File: config.mk
export PLATFORM = sky130hd
export DESIGN_NAME = tft_timing_gen_flat
export DESIGN_NICKNAME = d
export VERILOG_FILES = /design/src/rtl/tft_timing_gen_pkg.sv /design/src/rtl/tft_timing_gen_if.sv /design/src/rtl/tft_timing_gen_axis_counter.sv /design/src/rtl/tft_timing_gen.sv /design/src/flat_wrapper.sv
export SDC_FILE = /design/constraint.sdc
export NUM_CORES = 1
export LEC_CHECK = 0
export ABC_AREA = 1
export BUFFER_PORTS_ARGS = -buffer_cell sky130_fd_sc_hd__clkbuf_2
export CAP_MARGIN = 10
export CELL_PAD_IN_SITES_DETAIL_PLACEMENT = 1
export CELL_PAD_IN_SITES_GLOBAL_PLACEMENT = 1
export CORE_ASPECT_RATIO = 0.8
export CORE_UTILIZATION = 37
export CTS_BUF_LIST = sky130_fd_sc_hd__clkbuf_8
export CTS_CLUSTER_DIAMETER = 60
export CTS_CLUSTER_SIZE = 10
export DETAILED_ROUTE_END_ITERATION = 16
export PLACE_DENSITY_LB_ADDON = 0.08
export SLEW_MARGIN = 10
export SYNTH_ARGS = -nofsm -noshare
export SYNTH_HDL_FRONTEND = slang
export SYNTH_HIERARCHICAL = 1
export SYNTH_SLANG_ARGS = --single-unit
File: constraint.sdc
create_clock -name i_CLK -period 3.25 [get_ports i_CLK]
set_clock_uncertainty 0.15 [all_clocks]
set_input_delay 0.1625 -clock i_CLK [delete_from_list [all_inputs] [get_ports i_CLK]]
set_output_delay 0.1625 -clock i_CLK [all_outputs]
set_load 0.01 [all_outputs]
File: src/rtl/tft_timing_gen_pkg.sv
// Shared types for the TFT timing generator.
// FSM state encoding and the packed RGB pixel layout.
package tft_timing_gen_pkg;

    typedef enum logic [1:0] {
        ST_IDLE,
        ST_WAKE,
        ST_ACTIVE,
        ST_DRAIN
    } state_e;

    typedef struct packed {
        logic [7:0] r;
        logic [7:0] g;
        logic [7:0] b;
    } rgb_t;

    localparam int RGB_W = 24;

endpackage

File: src/rtl/tft_timing_gen_if.sv
// Pixel-source and panel-pin bundle of the TFT timing generator.
// master: generator side; slave: pixel source / panel side.
interface tft_timing_gen_if
    import tft_timing_gen_pkg::*;
#(
    parameter int CW = 12
);
    logic             i_Begin;
    logic             i_Stop;
    logic [RGB_W-1:0] i_RGB;
    logic             o_PixReq;
    logic [CW-1:0]    o_XPx;
    logic [CW-1:0]    o_YPx;
    logic             o_FrameStart;
    logic             o_Busy;
    logic [7:0]       R;
    logic [7:0]       G;
    logic [7:0]       B;
    logic             STBYB;
    logic             HSD;
    logic             VSD;
    logic             DEN;

    modport master (
        input  i_Begin, i_Stop, i_RGB,
        output o_PixReq, o_XPx, o_YPx, o_FrameStart, o_Busy,
        output R, G, B, STBYB, HSD, VSD, DEN
    );

    modport slave (
        output i_Begin, i_Stop, i_RGB,
        input  o_PixReq, o_XPx, o_YPx, o_FrameStart, o_Busy,
        input  R, G, B, STBYB, HSD, VSD, DEN
    );

endinterface

File: src/rtl/tft_timing_gen_axis_counter.sv
// One timing axis: active, front porch, sync, back porch.
// o_Wrap marks the last count of the axis while inc is high.
module tft_timing_gen_axis_counter #(
    parameter int ACT  = 800,
    parameter int FP   = 40,
    parameter int SYNC = 48,
    parameter int BP   = 40,
    parameter int CW   = 12
) (
    input  logic          clk,
    input  logic          rst,
    input  logic          en,
    input  logic          clr,
    input  logic          inc,
    output logic [CW-1:0] o_Cnt,
    output logic          o_Wrap,
    output logic          o_Act,
    output logic          o_Sync
);
    localparam int TOT = ACT + FP + SYNC + BP;
    localparam logic [CW-1:0] LAST    = CW'(TOT - 1);
    localparam logic [CW-1:0] ACT_END = CW'(ACT);
    localparam logic [CW-1:0] SY_FST  = CW'(ACT + FP);
    localparam logic [CW-1:0] SY_LST  = CW'(ACT + FP + SYNC - 1);

    logic [CW-1:0] cnt_q;
    logic [CW-1:0] cnt_d;

    always_comb begin
        o_Wrap = inc && (cnt_q == LAST);
        o_Act  = cnt_q < ACT_END;
        o_Sync = (cnt_q >= SY_FST) && (cnt_q <= SY_LST);
        cnt_d  = cnt_q;
        if (clr) begin
            cnt_d = '0;
        end else if (en && inc) begin
            cnt_d = o_Wrap ? '0 : cnt_q + CW'(1);
        end
    end

    always_ff @(posedge clk) begin
        if (rst) begin
            cnt_q <= '0;
        end else begin
            cnt_q <= cnt_d;
        end
    end

    assign o_Cnt = cnt_q;

endmodule

File: src/rtl/tft_timing_gen.sv
// Parametrised TFT panel timing generator with STBYB wake sequencing.
// Pixel request is combinational; panel pins are registered one clock later.
module tft_timing_gen
    import tft_timing_gen_pkg::*;
#(
    parameter int H_ACT       = 800,
    parameter int H_FP        = 40,
    parameter int H_SYNC      = 48,
    parameter int H_BP        = 40,
    parameter int V_ACT       = 480,
    parameter int V_FP        = 13,
    parameter int V_SYNC      = 3,
    parameter int V_BP        = 29,
    parameter bit HS_POL      = 1'b0,
    parameter bit VS_POL      = 1'b0,
    parameter bit DE_ONLY     = 1'b1,
    parameter int WAKE_FRAMES = 2,
    parameter int CW          = 12
) (
    input  logic              i_CLK,
    input  logic              i_Reset,
    tft_timing_gen_if.master  bus
);
    localparam int H_TOT = H_ACT + H_FP + H_SYNC + H_BP;
    localparam int V_TOT = V_ACT + V_FP + V_SYNC + V_BP;
    localparam int WW    = (WAKE_FRAMES > 0) ? $clog2(WAKE_FRAMES + 1) : 1;

    if (H_TOT > (1 << CW)) begin : g_h_too_big
        $error("tft_timing_gen: H_TOT does not fit in CW bits");
    end
    if (V_TOT > (1 << CW)) begin : g_v_too_big
        $error("tft_timing_gen: V_TOT does not fit in CW bits");
    end

    state_e        state_q, state_d;
    logic [WW-1:0] wake_q, wake_d;
    logic [CW-1:0] x_cnt, y_cnt;
    logic          h_wrap, h_act, h_sync;
    logic          v_wrap, v_act, v_sync;
    logic          running, cnt_clr, frame_end, wake_last, pix_req;

    logic          den_q, den_d;
    logic          stbyb_q, stbyb_d;
    logic          hsd_q, hsd_d;
    logic          vsd_q, vsd_d;
    rgb_t          rgb_q, rgb_d;

    assign running   = state_q != ST_IDLE;
    assign cnt_clr   = state_d == ST_IDLE;
    assign frame_end = v_wrap;
    assign wake_last = (WAKE_FRAMES <= 1) ? 1'b1
                     : (wake_q == WW'(WAKE_FRAMES - 1));

    tft_timing_gen_axis_counter #(
        .ACT(H_ACT), .FP(H_FP), .SYNC(H_SYNC), .BP(H_BP), .CW(CW)
    ) u_h (
        .clk(i_CLK), .rst(i_Reset), .en(running), .clr(cnt_clr),
        .inc(1'b1), .o_Cnt(x_cnt), .o_Wrap(h_wrap),
        .o_Act(h_act), .o_Sync(h_sync)
    );

    tft_timing_gen_axis_counter #(
        .ACT(V_ACT), .FP(V_FP), .SYNC(V_SYNC), .BP(V_BP), .CW(CW)
    ) u_v (
        .clk(i_CLK), .rst(i_Reset), .en(running), .clr(cnt_clr),
        .inc(h_wrap), .o_Cnt(y_cnt), .o_Wrap(v_wrap),
        .o_Act(v_act), .o_Sync(v_sync)
    );

    // Stop outranks Begin; a stop landing on the last frame cycle skips DRAIN.
    always_comb begin
        state_d = state_q;
        unique case (state_q)
            ST_IDLE: begin
                if (!bus.i_Stop && bus.i_Begin) begin
                    state_d = (WAKE_FRAMES == 0) ? ST_ACTIVE : ST_WAKE;
                end
            end
            ST_WAKE: begin
                if (bus.i_Stop) begin
                    state_d = ST_IDLE;
                end else if (frame_end && wake_last) begin
                    state_d = ST_ACTIVE;
                end
            end
            ST_ACTIVE: begin
                if (bus.i_Stop) begin
                    state_d = frame_end ? ST_IDLE : ST_DRAIN;
                end
            end
            ST_DRAIN: begin
                if (frame_end) begin
                    state_d = ST_IDLE;
                end
            end
            default: state_d = ST_IDLE;
        endcase
    end

    always_comb begin
        wake_d = wake_q;
        if (state_q == ST_IDLE) begin
            wake_d = '0;
        end else if (state_q == ST_WAKE && frame_end
                     && wake_q != WW'(WAKE_FRAMES)) begin
            wake_d = wake_q + WW'(1);
        end
    end

    always_comb begin
        pix_req = ((state_q == ST_ACTIVE) || (state_q == ST_DRAIN))
                  && h_act && v_act;
        den_d   = pix_req;
        rgb_d   = pix_req ? rgb_t'(bus.i_RGB) : '0;
        stbyb_d = running;
        hsd_d   = 1'b0;
        vsd_d   = 1'b0;
        if (running) begin
            hsd_d = DE_ONLY ? 1'b1 : (h_sync ? HS_POL : ~HS_POL);
            vsd_d = DE_ONLY ? 1'b1 : (v_sync ? VS_POL : ~VS_POL);
        end
    end

    always_ff @(posedge i_CLK) begin
        if (i_Reset) begin
            state_q <= ST_IDLE;
            wake_q  <= '0;
            den_q   <= 1'b0;
            rgb_q   <= '0;
            stbyb_q <= 1'b0;
            hsd_q   <= 1'b0;
            vsd_q   <= 1'b0;
        end else begin
            state_q <= state_d;
            wake_q  <= wake_d;
            den_q   <= den_d;
            rgb_q   <= rgb_d;
            stbyb_q <= stbyb_d;
            hsd_q   <= hsd_d;
            vsd_q   <= vsd_d;
        end
    end

    assign bus.o_PixReq     = pix_req;
    assign bus.o_XPx        = x_cnt;
    assign bus.o_YPx        = y_cnt;
    assign bus.o_FrameStart = (state_q == ST_ACTIVE) && (x_cnt == '0)
                              && (y_cnt == '0);
    assign bus.o_Busy       = running;
    assign bus.R            = rgb_q.r;
    assign bus.G            = rgb_q.g;
    assign bus.B            = rgb_q.b;
    assign bus.STBYB        = stbyb_q;
    assign bus.HSD          = hsd_q;
    assign bus.VSD          = vsd_q;
    assign bus.DEN          = den_q;

endmodule

File: src/flat_wrapper.sv
// flat-port wrapper written by rule: the top's interface ports become plain ports
module tft_timing_gen_flat import tft_timing_gen_pkg::*;
#(
    parameter int H_ACT       = 800,
    parameter int H_FP        = 40,
    parameter int H_SYNC      = 48,
    parameter int H_BP        = 40,
    parameter int V_ACT       = 480,
    parameter int V_FP        = 13,
    parameter int V_SYNC      = 3,
    parameter int V_BP        = 29,
    parameter bit HS_POL      = 1'b0,
    parameter bit VS_POL      = 1'b0,
    parameter bit DE_ONLY     = 1'b1,
    parameter int WAKE_FRAMES = 2,
    parameter int CW          = 12
)
  (i_CLK, i_Reset, bus_i_Begin, bus_i_Stop, bus_i_RGB, bus_o_PixReq, bus_o_XPx, bus_o_YPx, bus_o_FrameStart, bus_o_Busy, bus_R, bus_G, bus_B, bus_STBYB, bus_HSD, bus_VSD, bus_DEN);
  tft_timing_gen_if #(.CW(CW)) bus_i ();
  input  logic i_CLK;
  input  logic i_Reset;
  input wire logic [$bits(bus_i.i_Begin)-1:0] bus_i_Begin;
  input wire logic [$bits(bus_i.i_Stop)-1:0] bus_i_Stop;
  input wire logic [$bits(bus_i.i_RGB)-1:0] bus_i_RGB;
  output wire logic [$bits(bus_i.o_PixReq)-1:0] bus_o_PixReq;
  output wire logic [$bits(bus_i.o_XPx)-1:0] bus_o_XPx;
  output wire logic [$bits(bus_i.o_YPx)-1:0] bus_o_YPx;
  output wire logic [$bits(bus_i.o_FrameStart)-1:0] bus_o_FrameStart;
  output wire logic [$bits(bus_i.o_Busy)-1:0] bus_o_Busy;
  output wire logic [$bits(bus_i.R)-1:0] bus_R;
  output wire logic [$bits(bus_i.G)-1:0] bus_G;
  output wire logic [$bits(bus_i.B)-1:0] bus_B;
  output wire logic [$bits(bus_i.STBYB)-1:0] bus_STBYB;
  output wire logic [$bits(bus_i.HSD)-1:0] bus_HSD;
  output wire logic [$bits(bus_i.VSD)-1:0] bus_VSD;
  output wire logic [$bits(bus_i.DEN)-1:0] bus_DEN;
  assign bus_i.i_Begin = bus_i_Begin;
  assign bus_i.i_Stop = bus_i_Stop;
  assign bus_i.i_RGB = bus_i_RGB;
  assign bus_o_PixReq = bus_i.o_PixReq;
  assign bus_o_XPx = bus_i.o_XPx;
  assign bus_o_YPx = bus_i.o_YPx;
  assign bus_o_FrameStart = bus_i.o_FrameStart;
  assign bus_o_Busy = bus_i.o_Busy;
  assign bus_R = bus_i.R;
  assign bus_G = bus_i.G;
  assign bus_B = bus_i.B;
  assign bus_STBYB = bus_i.STBYB;
  assign bus_HSD = bus_i.HSD;
  assign bus_VSD = bus_i.VSD;
  assign bus_DEN = bus_i.DEN;
  tft_timing_gen #(.H_ACT(H_ACT), .H_FP(H_FP), .H_SYNC(H_SYNC), .H_BP(H_BP), .V_ACT(V_ACT), .V_FP(V_FP), .V_SYNC(V_SYNC), .V_BP(V_BP), .HS_POL(HS_POL), .VS_POL(VS_POL), .DE_ONLY(DE_ONLY), .WAKE_FRAMES(WAKE_FRAMES), .CW(CW)) u_core (.i_CLK(i_CLK), .i_Reset(i_Reset), .bus(bus_i));
endmodule
Word level (Yosys, flattened, before mapping)
Index checks and enable logic that the tools add are counted.
Word-level totals
  register bits: 55
  bits of input ports: 28
  output and inout port bits: 55
  logic and storage cells: 53
Cells by class
  add/subtract/negate cells: 3
  $lt $le $gt $ge: 2
  equal/unequal tests: 7
  muxes and demuxes: 10
  bitwise gates (word level): 1
  reduce and logical (&&, ||, !) cells: 20
Operators with widths (count)
  adder 12 x 1 -> 12 bit (second input constant): 2
  == test 12 x 10 -> 1 bit (second input constant): 2
  logical NOT 12 bit: 2
  two-way mux 12 bit: 2
  < comparator 12 x 10 -> 1 bit (second input constant): 1
  < comparator 12 x 9 -> 1 bit (second input constant): 1
  two-way mux 2 bit: 6
  logical AND 1 bit: 10
  one-hot mux 2 bit (4 select lines): 1
  OR reduction 2 bit: 3
  == test 2 x 1 -> 1 bit (second input constant): 2
  == test 2 bit (second input constant): 2
  logical NOT 2 bit: 2
  adder 2 x 1 -> 2 bit (second input constant): 1
  != test 2 bit (second input constant): 1
  nonzero test 2 bit: 1
  logical NOT 1 bit: 1
  logical OR 1 bit: 1
  two-way mux 1 bit: 1
  inverter 1 bit: 1

Depth between registers and ports, before layout
  depth in word-level cells: 8
  gate-level depth with buffers: 13
  depth with buffers taken out: 13

By module
The synthesis kept the hierarchy.
By module, submodules not included
  tft_timing_gen: times used 1, cells each 152, area an instance 1137.3 sq um, sequential area each 600.6 sq um
  tft_timing_gen_axis_counter at u_core.u_v: times used 1, cells each 118, area an instance 788.3 sq um, sequential area each 240.2 sq um
  tft_timing_gen_axis_counter at u_core.u_h: times used 1, cells each 104, area an instance 739.5 sq um, sequential area each 240.2 sq um

Worst setup path after synthesis
OpenSTA, ideal clock, no wires.
  path kind: register to register
  start point: register u_core.u_h.cnt_q[0] (netlist: u_core/u_h/o_Cnt[0])
  end point: register u_core.u_h.cnt_q[2] (netlist: u_core/u_h/o_Cnt[2])
  setup time: 70 ps
  arrival time: 2500 ps
  data required time: 3030 ps
  path slack: 530 ps
  stages on the path, launching flop included: 13
  path buffers: 0
  clock period less this slack: 2720 ps
  cells stage by stage: dfxtp_1 -> ha_1 -> nand4_1 -> nor3_1 -> nand4_1 -> nor3_1 -> nand2_1 -> nand3b_1 -> nand2_1 -> nor2_1 -> nor2_1 -> inv_1 -> a21oi_1
Between the ends
  cells in the longest elaborated chain, start to end: 8
  elaborated cells between the ends (all ways): 13
  classes of those cells: add/sub (1); eq/ne (1); mux (7); reduce/logical (4)
RTL lines
  start, declared: RTL line tft_timing_gen_axis_counter.sv:26  | logic [CW-1:0] cnt_q;
  start signal, assigned: RTL line tft_timing_gen_axis_counter.sv:45  | cnt_q <= cnt_d;
  == test 12 x 10 -> 1 bit *: RTL line tft_timing_gen_axis_counter.sv:30  | o_Wrap = inc && (cnt_q == LAST);
  via u_core.h_wrap: RTL line tft_timing_gen.sv:38  | logic h_wrap, h_act, h_sync;
  logical AND 1 bit *: RTL line tft_timing_gen_axis_counter.sv:30
  via u_core.frame_end: RTL line tft_timing_gen.sv:40  | logic running, cnt_clr, frame_end, wake_last, pix_req;
  logical AND 1 bit: RTL line tft_timing_gen.sv:82  | end else if (frame_end && wake_last) begin
  two-way mux 2 bit: RTL line tft_timing_gen.sv:82
  two-way mux 2 bit: RTL line tft_timing_gen.sv:80  | if (bus.i_Stop) begin
  one-hot mux 2 bit (4 select lines) *: RTL line tft_timing_gen.sv:73  | unique case (state_q)
  logical NOT 2 bit *: RTL line tft_timing_gen.sv:49  | assign cnt_clr = state_d == ST_IDLE;
  via u_core.cnt_clr: RTL line tft_timing_gen.sv:40
  OR reduction 2 bit (no line) *
The timed path passes the listed nets; every way through them passes the cells marked *.
A chain may end at the register's enable or synchronous reset.

Worst setup path in the final report
  start point: register u_core.u_h.cnt_q[0] (netlist: u_core/u_h/o_Cnt[0])
  end point: register u_core.u_v.cnt_q[8] (netlist: u_core/u_v/o_Cnt[8])
Between the ends
  cells in the longest elaborated chain, start to end: 8
  elaborated cells between the ends (all ways): 13
  classes of those cells: eq/ne (1); mux (7); reduce/logical (5)
RTL lines (RTL line)
  == test 12 x 10 -> 1 bit *: tft_timing_gen_axis_counter.sv:30
  via u_core.h_wrap: tft_timing_gen.sv:38
  logical AND 1 bit *: tft_timing_gen_axis_counter.sv:30
  via u_core.frame_end: tft_timing_gen.sv:40
  logical AND 1 bit: tft_timing_gen.sv:82
  two-way mux 2 bit: tft_timing_gen.sv:82
  two-way mux 2 bit: tft_timing_gen.sv:80
  one-hot mux 2 bit (4 select lines) *: tft_timing_gen.sv:73
  logical NOT 2 bit *: tft_timing_gen.sv:49
  via u_core.cnt_clr: tft_timing_gen.sv:40
  OR reduction 2 bit (no line) *
  end signal, assigned: tft_timing_gen_axis_counter.sv:45
  end, declared: tft_timing_gen_axis_counter.sv:26
Marked as above.

==> flow_metrics.py <==
metrics = {
    "timing": {
        "max_freq_mhz": 341,
        "fin_crit_sh": 0.903,
        "finalHoldViolCount": 0,
        "finalSetupViolations": 0,
        "rsz0062_at_grt": "false",
        "finalSetupTns_ns": 0,
        "period_minus_slack_ns": 2.94,
        "slew_viol_final": 0,
        "setup_slack_ns": 0.315,
    },
    "routing": {
        "routed-wl-met2_um": 3670,
        "vias_per_cell": 4.54,
        "top_layer_used": "met4",
        "wl_met3_um": 237,
        "routed_wl_um": 7120,
        "wl_met1_um": 3180,
        "route.detailed.drc": 0,
        "drt_pre_antenna_iters": 4,
        "drt_iter0_drc": 49,
        "ant_nets": 0,
        "vias": 2535,
        "routedWlPerCell_um": 12.8,
    },
    "worst_setup_path": {
        "endpoint": "u_core/u_v/o_Cnt[8]$_SDFFE_PP0P_",
        "reg2reg_to": "u_core/u_v/o_Cnt[8]$_SDFFE_PP0P_",
        "r2r_slack_ns": 0.31,
        "crit_arrival_ns": 3.03,
        "critPathMaxFanout": 5,
        "critPathKind": "reg2reg",
        "cp_slowest_stage_delay_ns": 0.44,
        "cp_slowest_cell": "dfxtp_1",
        "crit_start": "u_core/u_h/o_Cnt[0]$_SDFFE_PP0P_",
        "cp-start-kind": "flip-flop",
        "r2r_start": "u_core/u_h/o_Cnt[0]$_SDFFE_PP0P_",
        "cp_cell_sequence": "ha_1 -> nand4_1 -> nor3_1 -> nand4_1 -> nor3_1 -> nand2_1 -> nand3b_1 -> nand2_1 -> nor2_1 -> nor2_1 -> inv_1 -> nor2_1",
        "crit_required_ns": 3.34,
        "ff2ff_path_depth": 12,
        "crit_path_end_kind": "flip-flop",
        "critical_path.most_common_cell": "nor2_1",
    },
    "die": {
        "fp-row-count": 26,
        "die_height_um": 76.7,
        "die_w_um": 95.4,
        "design.die.area_um2": 7320,
        "start_util": 0.393,
        "io_pins": 83,
        "core_um2": 6570,
    },
    "cells_and_area": {
        "drive_above_1_share": 0.251,
        "area_growth_pct": 32.8,
        "nFillCells": 869,
        "num_antenna_cells": 0,
        "layout_common_cells": "89 x nor2_1, 82 x clkbuf_2, 64 x inv_1",
        "nets": 507,
        "mostFrequentLayoutCell": "nor2_1",
    },
    "global_route": {
        "track_usage": 0.206,
        "grt_max_degree": 26,
        "grt-ovfl-total": 0,
        "antenna_found_initial": 0,
        "grt_pass1_wl_um": 12000,
        "grt_pass1_vias": 2624,
    },
    "job": {
        "max_cap_viol_count": 0,
    },
    "synthesis": {
        "synth_area_um2": 2580,
        "syn_area_per_cell_um2": 7.18,
        "yosys_warnings": 6,
        "syn_inst": 360,
    },
    "placed_design": {
        "port-buffer-count": 82,
        "gp_congestion": 0.779,
        "dpl.hpwl_um": 5220,
        "place_ws_ns": 0.362,
    },
    "clocking": {
        "cts.reportedPaths.clkPinSlew_ns": 0.10,
        "numCtsBuffers": 5,
        "cts.sinks": 54,
        "clk_latency_ns": 0.30,
        "cts_max_level": 2,
        "root_buffer": "clkbuf_8",
        "cts_resized": 0,
        "cts_tree": "yes",
        "cts_hold_buf": 25,
        "post_cts_buffers": 0,
        "clock_path_buffers": 2,
    },
    "hold_path": {
        "worstHoldPathCells": 4,
        "min_path_type": "in2reg",
    },
    "power_and_ir_drop": {
        "static-leakage-power_nw": 1.69,
        "cellPowerDensity_nw_per_um2": 346,
        "ir_worst_vdd_mv": 0.182,
    },
    "outcome": {
        "outcome": "finished clean",
    },
}
## how the worst min path moves through the flow
stage / startpoint / endpoint / slack [ns]
after floorplan: i_Reset / u_core/state_q[1]$_SDFF_PP0_ / 0.08
after global placement: bus_i_RGB[17] / u_core/bus.R[1]$_SDFF_PP0_ / 0.21
after detailed placement: bus_i_RGB[9] / u_core/bus.G[1]$_SDFF_PP0_ / 0.22
after CTS: bus_i_Stop / u_core/state_q[1]$_SDFF_PP0_ / 0.08
after global routing: bus_i_Stop / u_core/state_q[1]$_SDFF_PP0_ / 0.10
final: bus_i_Stop / u_core/state_q[1]$_SDFF_PP0_ / 0.11
## where the power goes
part / leakage, nW / internal [mW] / switching (mW) / total [mW]
Combinational: 1.20 / 0.0395 / 0.0345 / 0.0740
Sequential: 0.435 / 0.662 / 0.00131 / 0.664
Clock: 0.0556 / 0.227 / 0.221 / 0.449
## layer usage
metal | up-vias | track usage
li1 | 1302 | -
met1 | 1183 | 0.249
met2 | 46 | 0.384
met3 | 4 | 0.0317
met4 | 0 | 0.0358
met5 | - | 0
## stage by stage
stage	util	cells	power (mW)	instance area, um2	hold slack, ns
final	0.522	558	1.19	3430	0.108
after global routing	0.522	558	1.24	3430	0.104
after global placement	0.467	525	0.726	3070	0.209
after detailed placement	0.467	525	0.728	3070	0.216
after floorplan	-	362	0.703	2590	0.0816
after CTS	0.522	558	1.21	3430	0.0753
## registers in the layout, summed over array words and instances (netlist names)
register and count:
u_core/bus.B 8, u_core/bus.G 8, u_core/wake_q 2, u_core/bus.R 8, u_core/bus.DEN 1, u_core/bus.STBYB 1
u_core/u_v/o_Cnt 12, u_core/u_h/o_Cnt 12, u_core/state_q 2
## worst max-delay path: cells and delay by family, from the launching register on
kind,cells,cell delay [ns]
adders and majority gates,1,0.25
buffers and inverters,1,0.18
DFF,1,0.44
and+or+nand+nor,10,1.87
## cell type report
cell class                      count  area [um2]  share of cell area
Inverter                           65         244              0.0711
Clock inverter                      3        41.3              0.0120
Timing Repair Buffer              110         683               0.199
Tap cell                           84         105              0.0306
Multi-Input combinational cell    237        1210               0.352
Clock buffer                        5        68.8              0.0201
Sequential cell                    54        1080               0.315
No activity file was read; power rests on OpenSTA's default activity.
